[config.mk]
export PLATFORM = sky130hd
export DESIGN_NAME = rs232_receive
export DESIGN_NICKNAME = d
export VERILOG_FILES = /design/src/rtl/rs232_receive.sv
export SDC_FILE = /design/constraint.sdc
export NUM_CORES = 1
export LEC_CHECK = 0
export CAP_MARGIN = 10
export CORE_ASPECT_RATIO = 1.75
export CORE_UTILIZATION = 55
export DETAILED_ROUTE_END_ITERATION = 12
export PLACE_DENSITY = 0.76
export SETUP_SLACK_MARGIN = 0.1
export SLEW_MARGIN = 5
export SYNTH_ARGS = -nofsm -noshare
export SYNTH_HDL_FRONTEND = slang
export SYNTH_SLANG_ARGS = --single-unit
[constraint.sdc]
create_clock -name I_Clk -period 2.7 [get_ports I_Clk]
set_clock_uncertainty 0.1 [all_clocks]
set_input_delay 0.27 -clock I_Clk [delete_from_list [all_inputs] [get_ports I_Clk]]
set_output_delay 0.27 -clock I_Clk [all_outputs]
set_load 0.02 [all_outputs]
[src/rtl/rs232_receive.sv]
// UART receiver: 8N1, LSB first, 2-of-3 majority sampling at mid-bit.
// Emits a one-cycle O_Valid per good byte or O_Frame_Err per bad stop bit.
//
// state | meaning
// IDLE  | line idle, waiting for a 1->0 edge on the synchronised line
// START | timing the start bit; a high majority means a glitch
// DATA  | timing and sampling the eight data bits
// STOP  | sampling the stop bit; leaves at its decision point
module rs232_receive #(
  parameter int P_CLK_FREQ  = 50_000_000,
  parameter int P_RS232_BPS = 115200
) (
  input  logic       I_Clk,
  input  logic       I_Rst_N,
  input  logic       I_Rxd,
  output logic [7:0] O_Data,
  output logic       O_Valid,
  output logic       O_Frame_Err,
  output logic       O_Busy
);

  // P_BPS_CNT must lie in 8..65535 so the three sample points sit before the bit end.
  localparam int P_BPS_CNT = P_CLK_FREQ / P_RS232_BPS;
  localparam int P_HALF    = P_BPS_CNT / 2;

  localparam logic [15:0] C_LAST = 16'(P_BPS_CNT - 1);
  localparam logic [15:0] C_SMP0 = 16'(P_HALF - 1);
  localparam logic [15:0] C_SMP1 = 16'(P_HALF);
  localparam logic [15:0] C_DEC  = 16'(P_HALF + 1);

  typedef enum logic [1:0] {
    IDLE  = 2'd0,
    START = 2'd1,
    DATA  = 2'd2,
    STOP  = 2'd3
  } state_t;

  state_t      state, state_nxt;
  logic [15:0] cnt, cnt_nxt;
  logic [2:0]  idx, idx_nxt;
  logic [1:0]  smp, smp_nxt;
  logic [7:0]  shreg, shreg_nxt;
  logic [7:0]  data, data_nxt;
  logic        valid, valid_nxt;
  logic        ferr, ferr_nxt;

  logic s0, s1, s2;
  logic fall;
  logic maj;
  logic bit_end;
  logic dec;

  always_ff @(posedge I_Clk or negedge I_Rst_N) begin
    if (!I_Rst_N) begin
      s0 <= 1'b1;
      s1 <= 1'b1;
      s2 <= 1'b1;
    end else begin
      s0 <= I_Rxd;
      s1 <= s0;
      s2 <= s1;
    end
  end

  assign fall    = s2 & ~s1;
  // Third sample is the live line at the decision point itself.
  assign maj     = (smp[0] & smp[1]) | (smp[0] & s1) | (smp[1] & s1);
  assign bit_end = (cnt == C_LAST);
  assign dec     = (cnt == C_DEC);

  always_ff @(posedge I_Clk or negedge I_Rst_N) begin
    if (!I_Rst_N) begin
      state <= IDLE;
      cnt   <= 16'd0;
      idx   <= 3'd0;
      smp   <= 2'b11;
      shreg <= 8'h00;
      data  <= 8'h00;
      valid <= 1'b0;
      ferr  <= 1'b0;
    end else begin
      state <= state_nxt;
      cnt   <= cnt_nxt;
      idx   <= idx_nxt;
      smp   <= smp_nxt;
      shreg <= shreg_nxt;
      data  <= data_nxt;
      valid <= valid_nxt;
      ferr  <= ferr_nxt;
    end
  end

  always_comb begin
    state_nxt = state;
    cnt_nxt   = cnt;
    idx_nxt   = idx;
    smp_nxt   = smp;
    shreg_nxt = shreg;
    data_nxt  = data;
    valid_nxt = 1'b0;
    ferr_nxt  = 1'b0;

    if (state != IDLE) begin
      cnt_nxt = bit_end ? 16'd0 : cnt + 16'd1;
      if (cnt == C_SMP0) smp_nxt[0] = s1;
      if (cnt == C_SMP1) smp_nxt[1] = s1;
    end

    case (state)
      IDLE: begin
        cnt_nxt = 16'd0;
        idx_nxt = 3'd0;
        if (fall) state_nxt = START;
      end
      START: begin
        if (dec && maj) begin
          state_nxt = IDLE;
          cnt_nxt   = 16'd0;
        end else if (bit_end) begin
          state_nxt = DATA;
          idx_nxt   = 3'd0;
        end
      end
      DATA: begin
        if (dec) shreg_nxt[idx] = maj;
        if (bit_end) begin
          if (idx == 3'd7) state_nxt = STOP;
          else             idx_nxt   = idx + 3'd1;
        end
      end
      STOP: begin
        // Leave early so a back-to-back start bit is not missed.
        if (dec) begin
          state_nxt = IDLE;
          cnt_nxt   = 16'd0;
          if (maj) begin
            valid_nxt = 1'b1;
            data_nxt  = shreg;
          end else begin
            ferr_nxt  = 1'b1;
          end
        end
      end
      default: state_nxt = IDLE;
    endcase
  end

  assign O_Data      = data;
  assign O_Valid     = valid;
  assign O_Frame_Err = ferr;
  assign O_Busy      = (state != IDLE);

endmodule

==> metrics, run 1 <==
status finished, final reports clean; CTS tree yes; YS warnings 0; grt total ovfl 0; Routed WL per cell 17.2 um; post-DP HPWL around 3200 um; placed instance count 251; maximum clock frequency between 300 and 400 MHz; cts hold-fix bufs 0; # port buffers 13; drt first-iter violations 12; DRC 0; Filler cells 318; Synth Area in Simple Gates 22.2%; Peak VDD IR 0.493 mV; Post-DP Area 0.00242 sq mm; gp weighted congestion 0.835; cell depth of the worst flop-to-flop path 6; Post-Syn Nets 205; met1 Track Usage GR around a quarter; P_int 1070 uW; synthesized area around 0.0022 sq mm; Syn Area/Cell 11.5 sq um; CTS Sinks 44; Seq cells post-synth 44; vias around 1.5k; clock buffer depth 2; Synth cell types 44; fin area 0.00254 sq mm; reg2reg setup slack 0.15 ns; period utilization 94.4%; largest family of logic cells by synthesized area simple AND/OR/NAND/NOR gates; Pleak 0.00105 uW; Worst setup startpoint cnt[0]$_DFF_PN0_; Final setup viols 0; Layout Nets 220; Post CTS Setup Buffer Count 0; ant diodes 0; clock slew at reported path FFs 0.09 ns; Antenna Nets Post-Route 0; power share of the sequential group 50.4%; IO Pins 14; WP data arrival 2.64 ns; H-tree depth 2; Startpoint Class register; final hold violation count 0; Main synth FF type dfrtp_1; Comb pwr share 15.7%; DR pass1 iterations 4; GRT Total Usage 23.5%; Clock Latency Late Sink 0.29 ns; mux cell area share after synthesis under 10%; fin. max-slew vios 0; Max-Slew Margin vs Limit a little over a third; worst hold path type primary input to asynchronous set/reset pin; Global Route met3 Usage 3.68%; initial antenna violation count 0; first-pass GRT wire length 7820 um; switch share 27.3%; Post-synth ARST share 100%; net switching power 402 uW; Period minus WS final 2.55 ns; Core Region 0.00390 sq mm; Die X roughly 50 um; Worst-Margin Slew 0.967 ns; sequential area share after synthesis 49.2%; die height 86.6 um; Clock power frac 33.9%; Layout Cells excl Fill 260; Post-Synth Adder-Cell Area 3.78%; Worst Path Max Fanout 15; largest net degree at the start of global routing 45; cell count after synthesis 196; Crit. End Element register; P&R area growth vs syn 13.1%; share of layout cells above drive strength 1 26.4%; GR peak layer met2; row cnt 30; RR Startpoint cnt[0]$_DFF_PN0_; setup TNS 0 ns; Die ar. roughly 0.0044 sq mm; RSZ-0062 raised after global routing yes; Vias/cell 5.94; met2 global-route usage between 40 and 50%; kind of critical path register to register; WL final 4460 um; vias in the first global route around 1.7k; max-capacitance violation count 0; post-synthesis compound-gate area fraction around 7.0%; CTS Buf Count 5; Post-synth EDFFs 0; Power per Cell Area 580 mW/mm^2; CTS root buffer clkbuf_8; WP data required 2.79 ns; RR Endpoint shreg[0]$_DFFE_PN0P_; Post-Synth XOR/XNOR Area 4.28%; Starting Density 57.6%
[flip-flops by register name, indices dropped and copies added, names as in the netlist, 2 cells and up, named ones only]
register	flops
cnt	16
idx	3
smp	2
shreg	8
O_Data	8
[kinds of logic after synthesis]
logic type                 after synthesis
and+or+nand+nor                         78
xor gates and xnor gates                11
muxes                                   19
DFF                                     44
buffers and inverters                   18
AOI/OAI and AO/OA                       19
adders and majority gates                7
[worst max-delay path by stage]
stage	endpoint	slack [ns]	cells after the start
after floorplan	shreg[2]$_DFFE_PN0P_	0.26	6
after global placement	O_Data[6]$_DFFE_PN0P_	0.19	6
after detailed placement	O_Data[3]$_DFFE_PN0P_	0.09	6
after CTS	O_Data[4]$_DFFE_PN0P_	0.10	6
after global routing	shreg[0]$_DFFE_PN0P_	0.05	6
final	shreg[0]$_DFFE_PN0P_	0.15	6
[per-layer routing]
layer | vias up | part of all wire, %
li1 | 729 | -
met1 | 781 | 37
met2 | 23 | 59
met3 | 11 | 2.0
met4 | 0 | 2.3
met5 | - | 0
[synthesized netlist by cell type (2+ instances only)]
master     n  share of area [%]
or4_4      4                2.0
nand2_1    8                1.3
ha_1       6                3.3
a21oi_1    3               0.67
dfstp_2    5                5.8
nand3b_1   3                1.0
mux2_1     6                3.0
or4_1      2               0.67
nor3_1     4               0.89
inv_1      8                1.3
clkbuf_1   6                1.0
nand4_1    3               0.83
nor3_2     6                2.7
o21ai_0    2               0.44
dfrtp_1   39                 43
or3_1      7                1.9
o211ai_1   7                2.3
xor2_1     2               0.78
nor4_1     5                1.4
nand3_1   10                2.2
nor2_1     7                1.2
xnor2_1    9                3.5
nor2_2    10                2.8
mux2_2    12                6.0
buf_6      3                1.5
[area by class of cell]
type | count | area (sq um) | area share [%]
multi-input cells | 135 | 1070 | 42.0
well taps | 48 | 60.1 | 2.36
clock inverters | 3 | 42.5 | 1.67
flip-flops and latches | 44 | 1110 | 43.5
inverters | 8 | 30.0 | 1.18
clock buffers | 5 | 68.8 | 2.71
repair buffers | 17 | 168 | 6.59
[per-stage QoR]
stage / util (%) / power (uW) / hold slack (ns) / setup slack [ns]
3_5_place_dp: 61.9 / 987 / 0.251 / 0.0937
2_1_floorplan: - / 907 / -0.126 / 0.257
6_report: 65.2 / 1470 / 0.0254 / 0.150
4_1_cts: 64.7 / 1490 / 0.0605 / 0.103
3_3_place_gp: 61.9 / 978 / 0.246 / 0.193
5_1_grt: 65.2 / 1550 / 0.101 / 0.0457
[power by group through the flow]
stage          Sequential [uW]  Combinational [uW]  Clock, uW
3_5_place_dp               756                 231          0
6_report                   743                 231        500
4_1_cts                    743                 235        515
5_1_grt                    751                 261        538
2_1_floorplan              744                 163          0
3_3_place_gp               751                 227          0
[repair_timing]
item                       in CTS  in global routing
gates resized for setup         0                  2
gates cloned                    0                  1
setup endpoints to repair       8                 10
pin swaps                       1                  1
[cell usage in the layout (no fill, tap or decap), drive strengths merged, types with 3 or more instances in the layout]
cell type	instances
nor4	5
inv	8
or4	6
nor2	19
nand3	10
nand3b	3
buf	5
nand2	8
nand4	3
mux2	18
nor3	10
xnor2	9
dfrtp	39
ha	6
o211ai	7
dfstp	5
or3	7
clkbuf	5
a21oi	3
clkdlybuf4s50	12
[worst max-delay path, stage by stage, from the launching register on]
cell,delay [ns]
dfrtp_1,0.45
inv_1,0.11
ha_1,0.16
or3b_2,0.43
or4_4,0.58
nor3_1,0.27
mux2_2,0.36
Power figures use the tool's default switching activity.
==> run 2, diff against run 1 <==
CORE_UTILIZATION = 50   (was 55)
PLACE_DENSITY = 0.7   (was 0.76)
clock period = 2.41 ns   (was 2.7 ns; I/O delays follow)
==> run 2 against run 1 <==
  * The run now ends with negative hold slack, negative setup slack left
  * Worst setup slack got worse by 0.17 ns
  * Critical path depth decreased by 1
  * First-iteration DRC count increased to 4.4 times the previous value
  * Register-to-register slack got worse by 0.17 ns
  * Design area increased by 13%
  * Highest routed layer unchanged
  * Global-route usage decreased by 1.7 points
  * Count of clock-buffer cells in the layout increased by 2
  * Sequential share of layout area decreased by 5.0 points
  * Critical endpoint is now cnt[4]$_DFF_PN0_
  * Flip-flop and latch count unchanged
  * Combinational power increased by 56%
==> metrics, run 2 (synthesis gave the netlist of run 1 again) <==
cell depth of the worst flop-to-flop path 5 (was 6); WP buf/inv 1 (unchanged); die height 90.7 um (was 86.6 um); cts hold-fix bufs 0 (unchanged); clock buffer depth 2 (unchanged); IO Pins 14 (unchanged); commonest cells after routing, fill and taps aside dfrtp_1, buf_4, mux2_4, clkdlybuf4s50_1 (was dfrtp_1, mux2_2, clkdlybuf4s50_1, nor2_2, nand3_1); reg2reg setup slack -0.02 ns (was 0.15 ns); WP data arrival 2.52 ns (was 2.64 ns); CP max stage delay 0.63 ns (was 0.58 ns); Global Route met3 Usage 3.70% (was 3.68%); ant diodes 0 (unchanged); met1 Track Usage GR 23.0% (was 26.2%); CTS Sinks 44 (unchanged); pre-CTS WS -0.0201 ns (was 0.0937 ns); Pleak 0.00119 uW (was 0.00105 uW); Worst Path Max Fanout 8 (was 15); crit path max-delay cell type or4_4 (unchanged); status complete, but fails checks (was finished, final reports clean); Power per Cell Area 578 mW/mm^2 (was 580 mW/mm^2); kind of critical path register to register (unchanged); initial antenna violation count 0 (unchanged); # port buffers 13 (unchanged); Core Region 0.00423 sq mm (was 0.00390 sq mm); H-tree depth 2 (unchanged); vias 1646 (was 1544); GR peak layer met2 (unchanged); CTS Buf Count 5 (unchanged); RSZ-0062 raised after global routing yes (unchanged); Die ar. 0.00478 sq mm (was 0.00436 sq mm); post-DP HPWL 3330 um (was 3190 um); Peak VDD IR 0.513 mV (was 0.493 mV); Layout Nets 240 (was 220); Routed WL per cell 17.1 um (was 17.2 um); Largest register FFs 16 (unchanged); P&R area growth vs syn 27.6% (was 13.1%); DR pass1 iterations 4 (unchanged); clock slew at reported path FFs 0.08 ns (was 0.09 ns); met2 global-route usage 39.6% (was 44.2%); period utilization 101% (was 94.4%); vias in the first global route 1739 (was 1665); Startpoint Class register (unchanged); CP Cell Sequence or4_4 > or4_4 > o311ai_4 > clkbuf_16 > nor2_2 (was inv_1 > ha_1 > or3b_2 > or4_4 > nor3_1 > mux2_2); WP data required 2.50 ns (was 2.79 ns); share of layout cells above drive strength 1 37.5% (was 26.4%); Die X 52.7 um (was 50.3 um); Period minus WS final 2.43 ns (was 2.55 ns); drt first-iter violations 53 (was 12); Final setup viols 9 (was 0); first-pass GRT wire length 7850 um (was 7820 um); CTS root buffer clkbuf_8 (unchanged); Vias/cell 5.86 (was 5.94); leading cell type in the layout, fill and taps excluded dfrtp_1 (unchanged); Starting Density 53.2% (was 57.6%); GRT Total Usage 21.8% (was 23.5%); WHS -0.0160 ns (was 0.0254 ns); CP delay by family, top simple AND/OR/NAND/NOR gates (unchanged); Largest Register cnt (unchanged); Final Power 1660 uW (was 1470 uW); RR Startpoint cnt[13]$_DFF_PN0_ (was cnt[0]$_DFF_PN0_); CTS tree yes (unchanged); fin. max-slew vios 0 (unchanged); RR Endpoint cnt[4]$_DFF_PN0_ (was shreg[0]$_DFFE_PN0P_); worst hold path type primary input to asynchronous set/reset pin (unchanged); final hold violation count 31 (was 0); max-capacitance violation count 0 (unchanged); Clock Latency Late Sink 0.29 ns (about the same); gp weighted congestion 0.796 (was 0.835); maximum clock frequency 412 MHz (was 392 MHz); row cnt 31 (was 30); Most common cell on crit path or4_4; DRC 0 (unchanged); worst setup margin -0.0193 ns (was 0.150 ns); Crit. End Element register (unchanged); largest net degree at the start of global routing 45 (unchanged); failing checks negative hold slack, negative setup slack; grt total ovfl 0 (unchanged); Worst-Margin Slew 0.935 ns (was 0.967 ns); Antenna Nets Post-Route 0 (unchanged); Max-Slew Margin vs Limit 37.7% (was 35.5%); WL final 4800 um (was 4460 um)
==> run 2: cell types whose count changed in the layout (fill, tap and decap cells not counted), sizes merged <==
cell    previous run  this run
bufinv             1         0
clkbuf             5         8
clkinv             1         0
buf                5        25
nor2              19        18
==> run 2: worst max-delay path by stage <==
stage,slack (ns),from,cells past startpoint,to
5_1_grt,-0.05,cnt[15]$_DFF_PN0_,5,cnt[12]$_DFF_PN0_
6_report,-0.02,cnt[13]$_DFF_PN0_,5,cnt[4]$_DFF_PN0_
3_5_place_dp,-0.02,cnt[15]$_DFF_PN0_,5,idx[0]$_DFFE_PN0P_
2_1_floorplan,0.03,cnt[9]$_DFF_PN0_,6,cnt[9]$_DFF_PN0_
3_3_place_gp,0.001,cnt[15]$_DFF_PN0_,4,shreg[7]$_DFFE_PN0P_
4_1_cts,0.004,cnt[15]$_DFF_PN0_,5,shreg[6]$_DFFE_PN0P_
==> run 2: where the power goes <==
part | switching (uW) | leakage (uW) | total (uW) | internal [uW]
combinational | 187 | 0.000563 | 361 | 174
clock | 239 | 0.0000445 | 472 | 233
sequential | 45.9 | 0.000587 | 826 | 780
==> run 2: final cells by class <==
type / count / area [sq um]
Multi-Input combinational cell: 134 / 1200
Clock inverter: 1 / 7.51
Inverter: 8 / 30.0
Fill cell: 316 / 1360
Tap cell: 49 / 61.3
Clock buffer: 7 / 86.3
Sequential cell: 44 / 1110
Timing Repair Buffer: 38 / 374
==> run 2: per-stage QoR <==
| stage | setup TNS, ns | hold WS [ns] | cells | instance area [sq um] | utilization [%] |
|---|---|---|---|---|---|
| detailed placement | -0.0577 | 0.247 | 266 | 2550 | 60.3 |
| finish | -0.132 | -0.0160 | 281 | 2870 | 67.9 |
| global placement | 0 | 0.246 | 266 | 2550 | 60.3 |
| floorplan | 0 | -0.155 | 196 | 2270 | - |
| CTS | 0 | 0.0168 | 277 | 2680 | 63.5 |
| global route | -0.412 | 0.0802 | 281 | 2870 | 67.9 |
==> run 2: per-layer routing <==
layer | up-vias | wire, um
met5 | - | 0
met4 | 0 | 132
met3 | 12 | 91
met2 | 33 | 2810
met1 | 832 | 1760
li1 | 769 | -
==> run 2: what timing repair did <==
| action | in CTS | in global routing |
|---|---|---|
| pin swaps | 4 | 11 |
| hold endpoints to repair | 0 | 0 |
| gates resized for setup | 4 | 32 |
| buffers inserted | 3 | 3 |
| cloned | 0 | 1 |
| setup endpoints to repair | 29 | 36 |
==> run 3, diff against run 2 <==
SETUP_SLACK_MARGIN = 0.5   (was 0.1)
==> run 3 against run 2 <==
  * The run ends with negative hold slack left
  * Non-clock buffer count is 4 lower
  * Total power is 4.6% higher
  * Count of clock-buffer cells in the layout is 1 lower
==> metrics, run 3 (synthesis gave the netlist of run 1 again) <==
Antenna Nets Post-Route 0 (unchanged); Core Region 0.00423 sq mm (unchanged); GRT Total Usage 24.3% (was 21.8%); gp weighted congestion 0.838 (was 0.796); first-pass GRT wire length 8470 um (was 7850 um); die height 90.7 um (unchanged); Pleak 0.00118 uW (was 0.00119 uW); grt total ovfl 0 (unchanged); pre-CTS WS -0.0365 ns (was -0.0201 ns); Clock Latency Late Sink 0.30 ns (was 0.29 ns); worst hold path type primary input to asynchronous set/reset pin (unchanged); setup TNS 0 ns (was -0.132 ns); Largest register FFs 16 (unchanged); WL final 4840 um (was 4800 um); leading cell type in the layout, fill and taps excluded dfrtp_1 (unchanged); fin. max-slew vios 0 (unchanged); CTS root buffer clkbuf_8 (unchanged); kind of critical path register to register (unchanged); cts hold-fix bufs 0 (unchanged); Clock power frac 34.3% (was 28.4%); Max-Slew Margin vs Limit 36.7% (was 37.7%); largest net degree at the start of global routing 45 (unchanged); Post-DP Area 0.00254 sq mm (was 0.00255 sq mm); ant diodes 0 (unchanged); Worst Path Max Fanout 7 (was 8); failing checks negative hold slack (was negative hold slack, negative setup slack); Routed WL per cell 17.5 um (was 17.1 um); CTS tree yes (unchanged); share of layout cells above drive strength 1 34.6% (was 37.5%); max-capacitance violation count 0 (unchanged); CTS Sinks 44 (unchanged); post-DP HPWL 3510 um (was 3330 um); maximum clock frequency 417 MHz (was 412 MHz); commonest cells after routing, fill and taps aside dfrtp_1, buf_4, nor2_2, clkdlybuf4s50_1 (was dfrtp_1, buf_4, mux2_4, clkdlybuf4s50_1); period utilization 99.6% (was 101%); status complete, but fails checks (unchanged); worst setup margin 0.00990 ns (was -0.0193 ns); net switching power 472 uW (about the same); Worst-Margin Slew 0.949 ns (was 0.935 ns); WHS -0.0192 ns (was -0.0160 ns); Die ar. 0.00478 sq mm (unchanged); WP data arrival 2.48 ns (was 2.52 ns); Layout Nets 236 (was 240); RSZ-0062 raised after global routing yes (unchanged); vias in the first global route 1809 (was 1739); switch share 27.2% (was 28.4%); # port buffers 13 (unchanged); Starting Density 53.2% (unchanged); P&R area growth vs syn 23.5% (was 27.6%); H-tree depth 2 (unchanged); WP data required 2.49 ns (was 2.50 ns); IO Pins 14 (unchanged); Final setup viols 0 (was 9); drt first-iter violations 28 (was 53); Peak VDD IR 0.491 mV (was 0.513 mV); clock buffer depth 2 (unchanged); DRC 0 (unchanged); clock slew at reported path FFs 0.09 ns (was 0.08 ns); Power per Cell Area 624 mW/mm^2 (was 578 mW/mm^2); Period minus WS final 2.40 ns (was 2.43 ns); fin area 0.00278 sq mm (was 0.00287 sq mm); DR pass1 iterations 4 (unchanged); Largest Register cnt (unchanged); Crit. End Element register (unchanged); Final Power 1730 uW (was 1660 uW); final hold violation count 12 (was 31); Vias/cell 5.92 (was 5.86); P_int 1260 uW (was 1190 uW); row cnt 31 (unchanged); CTS Buf Count 5 (unchanged); power share of the sequential group 47.4% (was 49.8%); initial antenna violation count 0 (unchanged); Comb pwr share 18.3% (was 21.8%); vias 1641 (was 1646); Startpoint Class register (unchanged); Die X 52.7 um (unchanged)
## run 3: worst paths after layout
kind / depth (start not counted) / from / slack, ns / endpoint
min in group I_Clk: 1 / I_Rxd / 0.24 / s0$_DFF_PN1_
max reg2reg: 4 / cnt[15]$_DFF_PN0_ / 0.01 / shreg[0]$_DFFE_PN0P_
min: 1 / I_Rst_N / -0.02 / O_Valid$_DFF_PN0_
max: 4 / cnt[15]$_DFF_PN0_ / 0.01 / shreg[0]$_DFFE_PN0P_
max in group asynchronous: 1 / I_Rst_N / 1.58 / state[0]$_DFFE_PN0P_
min reg2reg: 0 / s0$_DFF_PN1_ / 0.27 / s1$_DFF_PN1_
## run 3: power by group through the flow
stage	Clock, uW	Sequential [uW]	Combinational [uW]
3_3_place_gp	0	833	307
5_1_grt	639	830	347
4_1_cts	606	823	319
6_report	594	823	317
2_1_floorplan	0	834	183
3_5_place_dp	0	836	315
## run 3: area by class of cell
class,count,area (sq um)
clock buffer,6,82.6
fill,337,1450
inverter,8,30.0
timing repair buffer,34,330
sequential,44,1110
tap,49,61.3
multi-input combinational,134,1130
clock inverter,2,38.8
## run 3: timing repair
| item | in CTS | in global routing |
|---|---|---|
| pin swaps | 3 | 4 |
| setup endpoints to repair | 42 | 41 |
| buffers inserted | 4 | 0 |
| gates resized for setup | 18 | 2 |
## run 3: layer usage
metal / global-route usage (%) / part of all wire, %
met2: 44.3 / 58
met5: 0 / 0
met4: 12.7 / 4.3
met3: 4.88 / 2.5
met1: 24.1 / 36
## run 3: per-stage QoR
stage	instances	utilization, %
3_3_place_gp	265	60.0
6_report	277	65.7
4_1_cts	277	65.6
2_1_floorplan	196	-
5_1_grt	277	65.7
3_5_place_dp	265	60.0
## run 3: worst max-delay path, cell delays in order (launching register included)
cell and delay, ns:
dfrtp_1 0.39, or4_4 0.54, or4_4 0.63, nor3_1 0.26, mux2_2 0.37
